## src/rtl/axi_seq_pkg.sv

```systemverilog
// Shared state, transfer and status encodings for the AXI command sequencer.
package axi_seq_pkg;

  typedef enum logic [1:0] {
    S_IDLE  = 2'd0,
    S_ISSUE = 2'd1,
    S_BUSY  = 2'd2,
    S_CLEAR = 2'd3
  } state_e;

  localparam logic [1:0] RW_NOP   = 2'b00;
  localparam logic [1:0] RW_WRITE = 2'b01;
  localparam logic [1:0] RW_READ  = 2'b10;

  typedef enum logic [1:0] {
    ST_OK      = 2'b00,
    ST_ERROR   = 2'b01,
    ST_INVALID = 2'b10
  } rsp_status_e;

  localparam logic [2:0] SIZE_BYTE  = 3'd0;
  localparam logic [2:0] SIZE_HALF  = 3'd1;
  localparam logic [2:0] SIZE_WORD  = 3'd2;
  localparam logic [2:0] SIZE_DWORD = 3'd3;

  // An invalid request outranks a bus error when both are flagged.
  function automatic rsp_status_e rsp_status(input logic invalid, input logic error);
    rsp_status_e st;
    if (invalid) begin
      st = ST_INVALID;
    end else if (error) begin
      st = ST_ERROR;
    end else begin
      st = ST_OK;
    end
    return st;
  endfunction

endpackage

```

## src/rtl/axi_seq_chk.sv

```systemverilog
// Runtime checks on the sequencer's FIFO occupancy.
module axi_seq_chk #(
  parameter int CMD_DEPTH = 4,
  parameter int RSP_DEPTH = 4
) (
  input logic                       i_clk,
  input logic                       i_rst,
  input logic                       rsp_push,
  input logic                       rsp_full,
  input logic [$clog2(RSP_DEPTH):0] rsp_count,
  input logic [$clog2(CMD_DEPTH):0] cmd_count
);
  localparam int RCW = $clog2(RSP_DEPTH) + 1;
  localparam int CCW = $clog2(CMD_DEPTH) + 1;

  a_rsp_no_overflow: assert property (@(posedge i_clk) disable iff (i_rst)
    !(rsp_push && rsp_full));

  a_rsp_count_range: assert property (@(posedge i_clk) disable iff (i_rst)
    rsp_count <= RCW'(RSP_DEPTH));

  a_cmd_count_range: assert property (@(posedge i_clk) disable iff (i_rst)
    cmd_count <= CCW'(CMD_DEPTH));

endmodule

```

## src/rtl/sync_fifo.sv

```systemverilog
// Single-clock FIFO with register storage; the head entry is read straight from storage.
module sync_fifo #(
  parameter int WIDTH = 8,
  parameter int DEPTH = 4
) (
  input  logic                   i_clk,
  input  logic                   i_rst,
  input  logic                   push,
  input  logic [WIDTH-1:0]       push_data,
  input  logic                   pop,
  output logic [WIDTH-1:0]       head,
  output logic                   full,
  output logic                   empty,
  output logic [$clog2(DEPTH):0] count
);
  localparam int AW = $clog2(DEPTH);

  logic [WIDTH-1:0] mem_r [DEPTH];
  logic [AW-1:0]    wr_ptr_r;
  logic [AW-1:0]    rd_ptr_r;
  logic [AW:0]      count_r;
  logic             push_s;
  logic             pop_s;

  // A push into a full FIFO is dropped even if a pop happens in the same cycle.
  assign push_s = push && !full;
  assign pop_s  = pop && !empty;
  assign full   = (count_r == (AW+1)'(DEPTH));
  assign empty  = (count_r == (AW+1)'(0));
  assign count  = count_r;
  assign head   = mem_r[rd_ptr_r];

  // Storage writes, pointer advance and occupancy tracking.
  always_ff @(posedge i_clk or posedge i_rst) begin
    if (i_rst) begin
      for (int i = 0; i < DEPTH; i++) begin
        mem_r[i] <= {WIDTH{1'b0}};
      end
      wr_ptr_r <= {AW{1'b0}};
      rd_ptr_r <= {AW{1'b0}};
      count_r  <= {(AW+1){1'b0}};
    end else begin
      if (push_s) begin
        mem_r[wr_ptr_r] <= push_data;
        wr_ptr_r        <= wr_ptr_r + AW'(1);
      end
      if (pop_s) begin
        rd_ptr_r <= rd_ptr_r + AW'(1);
      end
      if (push_s && !pop_s) begin
        count_r <= count_r + (AW+1)'(1);
      end else if (pop_s && !push_s) begin
        count_r <= count_r - (AW+1)'(1);
      end
    end
  end

endmodule

```

## src/rtl/axi_cmd_sequencer.sv

```systemverilog
// Command front-end for the single-beat AXI master: queues tagged commands,
// issues them one at a time and returns tagged responses.
module axi_cmd_sequencer
  import axi_seq_pkg::*;
#(
  parameter int CMD_DEPTH = 4,
  parameter int RSP_DEPTH = 4,
  parameter int TAG_W     = 4
) (
  input  logic             i_clk,
  input  logic             i_rst,
  input  logic             s_cmd_valid,
  output logic             s_cmd_ready,
  input  logic             s_cmd_read,
  input  logic [2:0]       s_cmd_size,
  input  logic [31:0]      s_cmd_addr,
  input  logic [63:0]      s_cmd_wdata,
  input  logic [TAG_W-1:0] s_cmd_tag,
  output logic             m_rsp_valid,
  input  logic             m_rsp_ready,
  output logic [63:0]      m_rsp_rdata,
  output logic [1:0]       m_rsp_status,
  output logic             m_rsp_read,
  output logic [TAG_W-1:0] m_rsp_tag,
  output logic [1:0]       o_rw,
  output logic [2:0]       o_size,
  output logic [31:0]      o_addr,
  output logic [63:0]      o_wdata,
  output logic             o_clear,
  input  logic [63:0]      i_rdata,
  input  logic             i_wait,
  input  logic             i_done,
  input  logic             i_error,
  input  logic             i_invalid,
  output logic             o_busy,
  output logic [15:0]      o_err_count
);
  localparam int CMD_W = 1 + 3 + 32 + 64 + TAG_W;
  localparam int RSP_W = 64 + 2 + 1 + TAG_W;
  localparam int CCW   = $clog2(CMD_DEPTH) + 1;
  localparam int RCW   = $clog2(RSP_DEPTH) + 1;

  state_e             state_r;
  state_e             state_nxt_s;
  logic               cmd_push_s;
  logic               cmd_pop_s;
  logic               cmd_full_s;
  logic               cmd_empty_s;
  logic [CCW-1:0]     cmd_count_s;
  logic [CMD_W-1:0]   cmd_head_s;
  logic               rsp_push_s;
  logic               rsp_full_s;
  logic               rsp_empty_s;
  logic [RCW-1:0]     rsp_count_s;
  logic [RSP_W-1:0]   rsp_head_s;
  logic [RSP_W-1:0]   rsp_data_s;
  logic [63:0]        rsp_rdata_s;
  rsp_status_e        rsp_status_s;
  logic               xfer_done_s;

  logic               hd_read_s;
  logic [2:0]         hd_size_s;
  logic [31:0]        hd_addr_s;
  logic [63:0]        hd_wdata_s;
  logic [TAG_W-1:0]   hd_tag_s;

  logic [1:0]         rw_r;
  logic [2:0]         size_r;
  logic [31:0]        addr_r;
  logic [63:0]        wdata_r;
  logic               read_r;
  logic [TAG_W-1:0]   tag_r;
  logic               clear_r;
  logic [15:0]        err_cnt_r;

  assign cmd_push_s = s_cmd_valid && !cmd_full_s;
  assign s_cmd_ready = !cmd_full_s;
  assign {hd_read_s, hd_size_s, hd_addr_s, hd_wdata_s, hd_tag_s} = cmd_head_s;

  sync_fifo #(.WIDTH(CMD_W), .DEPTH(CMD_DEPTH)) u_cmd_fifo (
    .i_clk     (i_clk),
    .i_rst     (i_rst),
    .push      (cmd_push_s),
    .push_data ({s_cmd_read, s_cmd_size, s_cmd_addr, s_cmd_wdata, s_cmd_tag}),
    .pop       (cmd_pop_s),
    .head      (cmd_head_s),
    .full      (cmd_full_s),
    .empty     (cmd_empty_s),
    .count     (cmd_count_s)
  );

  // Completion data is only meaningful in the cycle the master reports done.
  assign xfer_done_s  = i_done && !i_wait;
  assign rsp_rdata_s  = read_r ? i_rdata : 64'd0;
  assign rsp_status_s = rsp_status(i_invalid, i_error);
  assign rsp_data_s   = {rsp_rdata_s, rsp_status_s, read_r, tag_r};

  sync_fifo #(.WIDTH(RSP_W), .DEPTH(RSP_DEPTH)) u_rsp_fifo (
    .i_clk     (i_clk),
    .i_rst     (i_rst),
    .push      (rsp_push_s),
    .push_data (rsp_data_s),
    .pop       (m_rsp_ready),
    .head      (rsp_head_s),
    .full      (rsp_full_s),
    .empty     (rsp_empty_s),
    .count     (rsp_count_s)
  );

  assign m_rsp_valid = !rsp_empty_s;
  assign {m_rsp_rdata, m_rsp_status, m_rsp_read, m_rsp_tag} = rsp_head_s;

  // Next-state, command pop and response push decisions.
  always_comb begin
    state_nxt_s = state_r;
    cmd_pop_s   = 1'b0;
    rsp_push_s  = 1'b0;
    case (state_r)
      S_IDLE: begin
        if (!cmd_empty_s && !rsp_full_s) begin
          cmd_pop_s   = 1'b1;
          state_nxt_s = S_ISSUE;
        end else begin
          state_nxt_s = S_IDLE;
        end
      end
      S_ISSUE, S_BUSY: begin
        if (xfer_done_s) begin
          rsp_push_s  = 1'b1;
          state_nxt_s = S_CLEAR;
        end else begin
          state_nxt_s = S_BUSY;
        end
      end
      S_CLEAR: state_nxt_s = S_IDLE;
      default: state_nxt_s = S_IDLE;
    endcase
  end

  // State register plus request/clear outputs, registered so they line up with the state.
  always_ff @(posedge i_clk or posedge i_rst) begin
    if (i_rst) begin
      state_r <= S_IDLE;
      rw_r    <= RW_NOP;
      size_r  <= 3'd0;
      addr_r  <= 32'd0;
      wdata_r <= 64'd0;
      read_r  <= 1'b0;
      tag_r   <= {TAG_W{1'b0}};
      clear_r <= 1'b0;
    end else begin
      state_r <= state_nxt_s;
      clear_r <= (state_nxt_s == S_CLEAR);
      if (cmd_pop_s) begin
        rw_r    <= hd_read_s ? RW_READ : RW_WRITE;
        size_r  <= hd_size_s;
        addr_r  <= hd_addr_s;
        wdata_r <= hd_wdata_s;
        read_r  <= hd_read_s;
        tag_r   <= hd_tag_s;
      end else begin
        rw_r <= RW_NOP;
      end
    end
  end

  // Saturating count of non-OK responses.
  always_ff @(posedge i_clk or posedge i_rst) begin
    if (i_rst) begin
      err_cnt_r <= 16'd0;
    end else if (rsp_push_s && (rsp_status_s != ST_OK) && (err_cnt_r != 16'hFFFF)) begin
      err_cnt_r <= err_cnt_r + 16'd1;
    end
  end

  assign o_rw        = rw_r;
  assign o_size      = size_r;
  assign o_addr      = addr_r;
  assign o_wdata     = wdata_r;
  assign o_clear     = clear_r;
  assign o_err_count = err_cnt_r;
  assign o_busy      = (state_r != S_IDLE) || (cmd_count_s != CCW'(0));

  axi_seq_chk #(.CMD_DEPTH(CMD_DEPTH), .RSP_DEPTH(RSP_DEPTH)) u_chk (
    .i_clk     (i_clk),
    .i_rst     (i_rst),
    .rsp_push  (rsp_push_s),
    .rsp_full  (rsp_full_s),
    .rsp_count (rsp_count_s),
    .cmd_count (cmd_count_s)
  );

endmodule

```

## config.mk

```make
export PLATFORM = sky130hd
export DESIGN_NAME = axi_cmd_sequencer
export DESIGN_NICKNAME = d
export VERILOG_FILES = /design/src/rtl/axi_seq_pkg.sv /design/src/rtl/axi_seq_chk.sv /design/src/rtl/sync_fifo.sv /design/src/rtl/axi_cmd_sequencer.sv
export SDC_FILE = /design/constraint.sdc
export NUM_CORES = 2
export LEC_CHECK = 0
export ABC_AREA = 1
export CAP_MARGIN = 20
export CELL_PAD_IN_SITES_DETAIL_PLACEMENT = 0
export CELL_PAD_IN_SITES_GLOBAL_PLACEMENT = 2
export CORE_MARGIN = 1
export CORE_UTILIZATION = 35
export CTS_CLUSTER_DIAMETER = 120
export DETAILED_ROUTE_END_ITERATION = 10
export PLACE_DENSITY_LB_ADDON = 0.1
export SLEW_MARGIN = 25
export SYNTH_ARGS = -nofsm -noshare
export SYNTH_HDL_FRONTEND = slang
export SYNTH_SLANG_ARGS = --single-unit
```

## constraint.sdc

```tcl
create_clock -name i_clk -period 33.6 [get_ports i_clk]
set_input_delay 3.36 -clock i_clk [delete_from_list [all_inputs] [get_ports i_clk]]
set_output_delay 3.36 -clock i_clk [all_outputs]
set_load 0.005 [all_outputs]
```

# --- Word level (Yosys, flattened, before mapping) ---
# Cells that the tools add are included.
totals:
  mem_bits_rw: 0
  rom_bits: 0
  output_inout_bits: 192
  elab_cells: 111
  register_bits: 839
  latch_bits: 0
  memories: 0
  in_bits: 176
classes:
  n_reduce_logical: 34
  n_mux: 28
  order_cmp: 6
  n_addsub: 9
  mul: 0
  div_mod_pow: 0
  shift: 0
  n_eq_ne: 7
  bitwise: 4
op_table:
  columns: ["operator", "n"]
  rows:
  - ["$bwmux W416", 1]
  - ["$mux W104", 3]
  - ["$bwmux W284", 1]
  - ["$mux W71", 3]
  - ["$bmux W104 S2", 1]
  - ["$demux W104 S2", 1]
  - ["$bmux W71 S2", 1]
  - ["$demux W71 S2", 1]
  - ["$mux W64", 1]
  - ["$add A16 B1 Y16 const B", 1]
  - ["$ne A16 B16 Y1 const B", 1]
  - ["$logic_and A1 B1 Y1", 15]
  - ["$ge A3 B3 Y1 const B", 4]
  - ["$mux W3", 4]
  - ["$not A2 Y3", 4]
  - ["$logic_not A1 Y1", 9]
  - ["$add A2 B1 Y2 const B", 4]
  - ["$reduce_bool A2 Y1", 4]
  - ["$mux W1", 7]
  - ["$add A3 B1 Y3 const B", 2]
  - ["$eq A2 B2 Y1 const B", 3]
  - ["$eq A3 B3 Y1 const B", 2]
  - ["$logic_not A3 Y1", 2]
  - ["$lt A3 B1 Y1 const B", 2]
  - ["8 further kinds", 11]

# --- Logic depth before layout (Yosys ltp) ---
logic_depth:
  depth_word: 9
  ltp_mapped: 12
  mapped_depth_nobuf: 12

# --- Hierarchy ---
# Synthesis repeated with hierarchy kept, for this count alone.
unflattened:
  hier_cells: 5139
  area_unflattened_um2: 40393.7
by_module_without_submodules:
  columns: ["mod", "n_inst", "cells_each", "area_each_um2", "seq_area_each_um2"]
  rows:
  - ["sync_fifo at u_cmd_fifo", 1, 2601, 20558.5, 10585.2]
  - ["sync_fifo at u_rsp_fifo", 1, 1791, 14206.1, 7282.0]
  - ["axi_cmd_sequencer", 1, 747, 5629.1, 3128.0]

# --- Worst setup path after synthesis ---
# No wires, ideal clock.
synth_timing:
  path_kind: "input-to-reg"
  start: "input s_cmd_valid"
  end: "register u_cmd_fifo.count_r[2], in the netlist u_cmd_fifo.count[2]"
  t_required_ns: 33.469
  setup_time_ns: 0.131
  arrival_time_ns: 4.701
  slack_ns: 28.768
  path_buffers: 2
  cell_stages: 10
  cell_sequence: "nand2_4 buf_6 buf_2 inv_1 ha_1 inv_1 fa_1 a21oi_1 o21ai_0 xor2_1"
synth_via:
  elab_chain_cells: 5
  word_cells_on_any_way: 7
  classes_between: "1 x mux; 6 x reduce/logical"
synth_lines:
  columns: ["element", "line_no", "source"]
  rows:
  - ["start, declared", "axi_cmd_sequencer.sv:12", "input logic s_cmd_valid,"]
  - ["$logic_and A1 B1 Y1 (*)", "axi_cmd_sequencer.sv:76", "assign cmd_push_s = s_cmd_valid && !cmd_full_s;"]
  - ["$logic_and A1 B1 Y1 (*)", "sync_fifo.sv:26", "assign push_s = push && !full;"]
  - ["net u_cmd_fifo.push_s", "sync_fifo.sv:22", "logic push_s;"]
  - ["$logic_not A1 Y1", "sync_fifo.sv:52", "end else if (pop_s && !push_s) begin"]
  - ["$logic_and A1 B1 Y1", "sync_fifo.sv:52", null]
  - ["$reduce_bool A2 Y1 (no line)", null, null]
  - ["end signal, assigned", "sync_fifo.sv:41", "count_r <= {(AW+1){1'b0}};"]
  - ["end signal, assigned", "sync_fifo.sv:51", "count_r <= count_r + (AW+1)'(1);"]
  - ["end signal, assigned", "sync_fifo.sv:53", "count_r <= count_r - (AW+1)'(1);"]
  - ["end, declared", "sync_fifo.sv:21", "logic [AW:0] count_r;"]
# The timed path passes the listed nets; every way through them passes the cells marked *.
# A chain may end at the register's enable or synchronous reset.

# --- Worst setup path after layout ---
layout_timing:
  start: "register u_rsp_fifo.rd_ptr_r[0]"
  end: "output m_rsp_rdata[8]"
layout_via:
  elab_chain_cells: 4
layout_lines:
  columns: ["element", "line_no", "source"]
  rows:
  - ["start, declared", "sync_fifo.sv:20", "logic [AW-1:0] rd_ptr_r;"]
  - ["start signal, assigned", "sync_fifo.sv:40", "rd_ptr_r <= {AW{1'b0}};"]
  - ["start signal, assigned", "sync_fifo.sv:48", "rd_ptr_r <= rd_ptr_r + AW'(1);"]
  - ["$not A2 Y3 (not written as such)", "sync_fifo.sv:31", "assign head = mem_r[rd_ptr_r];"]
  - ["$bmux W71 S2", "sync_fifo.sv:31", null]
  - ["$mux W71 (not written as such) (2 in a row)", "sync_fifo.sv:31", null]
  - ["end, declared", "axi_cmd_sequencer.sv:21", "output logic [63:0] m_rsp_rdata,"]
# Every way passes these cells. The select of a mux whose other input is x is not followed.

==> impl_metrics.ini <==
[sta]
drv_slew = 0
fmax_mhz = 143.7
period_minus_slack_ns = 6.958
worst_slew_pin_slew_ns = 1.034
finClkSkew_ns = 0.01953
hold_slack_ns = 0.4759
setup_viol = 0
finalHoldViolations = 0
relSlewSlack_pct = 31.08
tns_ns = 0
rsz0062_at_grt = false
timing.final.crit_share_pct = 20.71

[synth]
synth_xor_area_share_pct = 0.3550
synth_seq_cells = 839
muxShareOfSynthArea_pct = 0
syn_area_per_cell_um2 = 8.309
yosys.area_share.adder_pct = 0.5139
syn_inst = 4454
ys.flop_type = dfrtp_1
synth_nets = 4644
synth_area_um2 = 37010
synth-edff-count = 0
async_reset_ff_share_pct = 100.0
synthSimpleGateAreaFrac_pct = 18.15
yosysSeqAreaShare_pct = 56.73
synth_compound_area_share_pct = 18.59
yosysUniqueCellTypes = 31
yosys_warnings = 0
synth_top_family_by_area = compound AO/OA/AOI/OAI gates

[detailed_routing]
drtPass1Iterations = 7
drc = 0
drt_iter0_drc = 2070
wl_um = 118400
vias = 30527
antenna_left = 0
vias_per_cell = 5.007
avgRoutedWirePerCell_um = 19.42

[clock_network]
root_buffer = clkbuf_16
clock-sinks = 839
cts-buffers-inserted = 99
htree_levels = 3
cts_tree = yes
cts_resized = 0
cts_hold_buf = 0
post-cts-setup-buffer-count = 0
clk_latency_ns = 0.66
clkTransAtPathRegs_ns = 0.06
cts_buffer_depth = 3

[floorplanning]
die_w_um = 327.2
core-area_um2 = 104200
die_area_um2 = 107000
num_rows = 118
start_util_pct = 35.50
die-height_um = 327.2
ios = 368

[pwr]
design_power_total_mw = 4.600
leakagePower_nw = 20.52
ir_drop_v = 0.00006220
powerDensity_nw_per_um2 = 103.0

[cells_and_area]
postLayoutCoreUtil_pct = 42.83
fin_area_um2 = 44640
area_growth_pct = 20.62
final_nets = 4824
drive_gt1_share_pct = 4.880

[place]
post-dp-hpwl_um = 64680
dpl_cell_area_um2 = 41280
port_buffers = 367
gp_congestion = 0.7559

[grt]
grt_pass1_wl_um = 186300
antenna_found_initial = 20
grt_max_degree = 246
gr-total-overflow = 0
track_usage_pct = 22.14
grt_pass1_vias = 30858

[worst_setup_path]
critPathMaxFanout = 86
cp-end-kind = output port
cp-start-kind = flop
cp_common_cell = buf_4
arrival_ns = 3.60
cp.required_ns = 30.24
path_cells = buf_4 > buf_4 > o21ai_0 > o22ai_1 > clkdlybuf4s50_1
cp_slowest_cell = buf_4
path_class = flop to output port
slowest_delay_ns = 0.72

[run_status]
status = finished, final reports clean

[job]
cap_violations = 0

[hold_path]
hold_path.class = flop to flop
## layer usage
metal	routed length [µm]	part of all wire [%]	GRT usage, %	up-vias
met5	179	0.15	0	-
li1	-	-	-	14925
met3	6507	5.5	4.360	161
met2	56010	47	36.43	572
met1	53180	45	29.60	14841
met4	2523	2.1	6.187	28
## through the flow
stage               instances  worst slack [ns]
floorplan                4454             6.669
global placement         5912             26.93
detailed placement       5912             26.88
CTS                      6092             26.54
global route             6097             26.44
finish                   6097             26.64
## report_power, final
group          internal (mW)  leakage (nW)  switching [mW]
registers               1.46          10.7           0.227
logic                  0.676          8.18            1.14
clock network          0.664          1.64           0.438
## cells in the mapped netlist (7+ instances only)
cell	count	share of area [%]
nand2_1	1454	15
o21ai_0	1108	15
dfrtp_1	839	57
nor2_1	269	2.7
clkbuf_1	176	1.8
inv_1	138	1.4
buf_2	120	1.6
a21oi_1	111	1.5
o22ai_1	71	1.2
o21ai_1	58	0.78
buf_6	16	0.49
ha_1	12	0.41
nand3_1	11	0.15
buf_4	9	0.18
inv_2	8	0.081
xor2_1	8	0.19
buf_1	7	0.071
xnor2_1	7	0.17
## logic make-up (layout without fill, tap and decap cells)
family / count (synthesis) / count (layout)
compound gates: 1353 / 1353
xor+xnor: 15 / 15
fa+ha+maj: 14 / 14
buf+inv: 476 / 735
flops: 839 / 839
other cells: 0 / 4
simple gates: 1757 / 1757
## state kept, by name, summed over array words and instances, names as in the netlist
name / count
o_addr: 32
o_clear: 1
o_err_count: 16
o_rw: 2
o_size: 3
o_wdata: 64
read_r: 1
state_r: 2
tag_r: 4
u_cmd_fifo.count: 3
u_cmd_fifo.mem_r: 416
u_cmd_fifo.rd_ptr_r: 2
u_cmd_fifo.wr_ptr_r: 2
u_rsp_fifo.count: 3
u_rsp_fifo.mem_r: 284
u_rsp_fifo.rd_ptr_r: 2
u_rsp_fifo.wr_ptr_r: 2
## cells in the final DEF, fill, tap and decap left out, drive strengths merged, types with 16 or more instances in the layout
master,n
clkbuf,158
o21ai,1169
buf,41
a21oi,111
o22ai,71
dfrtp,839
nand2,1460
nor2,275
inv,147
clkdlybuf4s50,367
clkinv,16
## area by class of cell
class,instances,area (µm²)
Antenna cell,4,10.01
Inverter,147,578.1
Fill cell,10724,59600
Multi-Input combinational cell,3139,13940
Sequential cell,839,21010
Timing Repair Buffer,408,4054
Clock inverter,22,264.0
Clock buffer,158,3054
Tap cell,1380,1727
## final timing paths
kind,end,slack [ns],depth (start not counted),from
worst max-delay path,m_rsp_rdata[8],26.64,5,u_rsp_fifo.rd_ptr_r[0]$_DFFE_PP0P_
worst min-delay path,o_wdata[48]$_DFFE_PP0N_,0.48,2,o_wdata[48]$_DFFE_PP0N_
worst max register to register,u_cmd_fifo.mem_r[360]$_DFFE_PP0P_,30.12,8,u_cmd_fifo.count[0]$_DFFE_PP0P_
worst min register to register,o_wdata[48]$_DFFE_PP0N_,0.48,2,o_wdata[48]$_DFFE_PP0N_
max in group asynchronous,u_rsp_fifo.mem_r[81]$_DFFE_PP0P_,28.08,4,i_rst
min in group asynchronous,o_addr[7]$_DFFE_PP0N_,3.21,2,i_rst
## critical path: cells and delay by family (launching register included)
kind / cells / cell delay [ns]
buffers and inverters: 3 / 1.94
AOI/OAI and AO/OA: 2 / 0.52
DFF: 1 / 0.42
(Power assumes the default switching activity.)
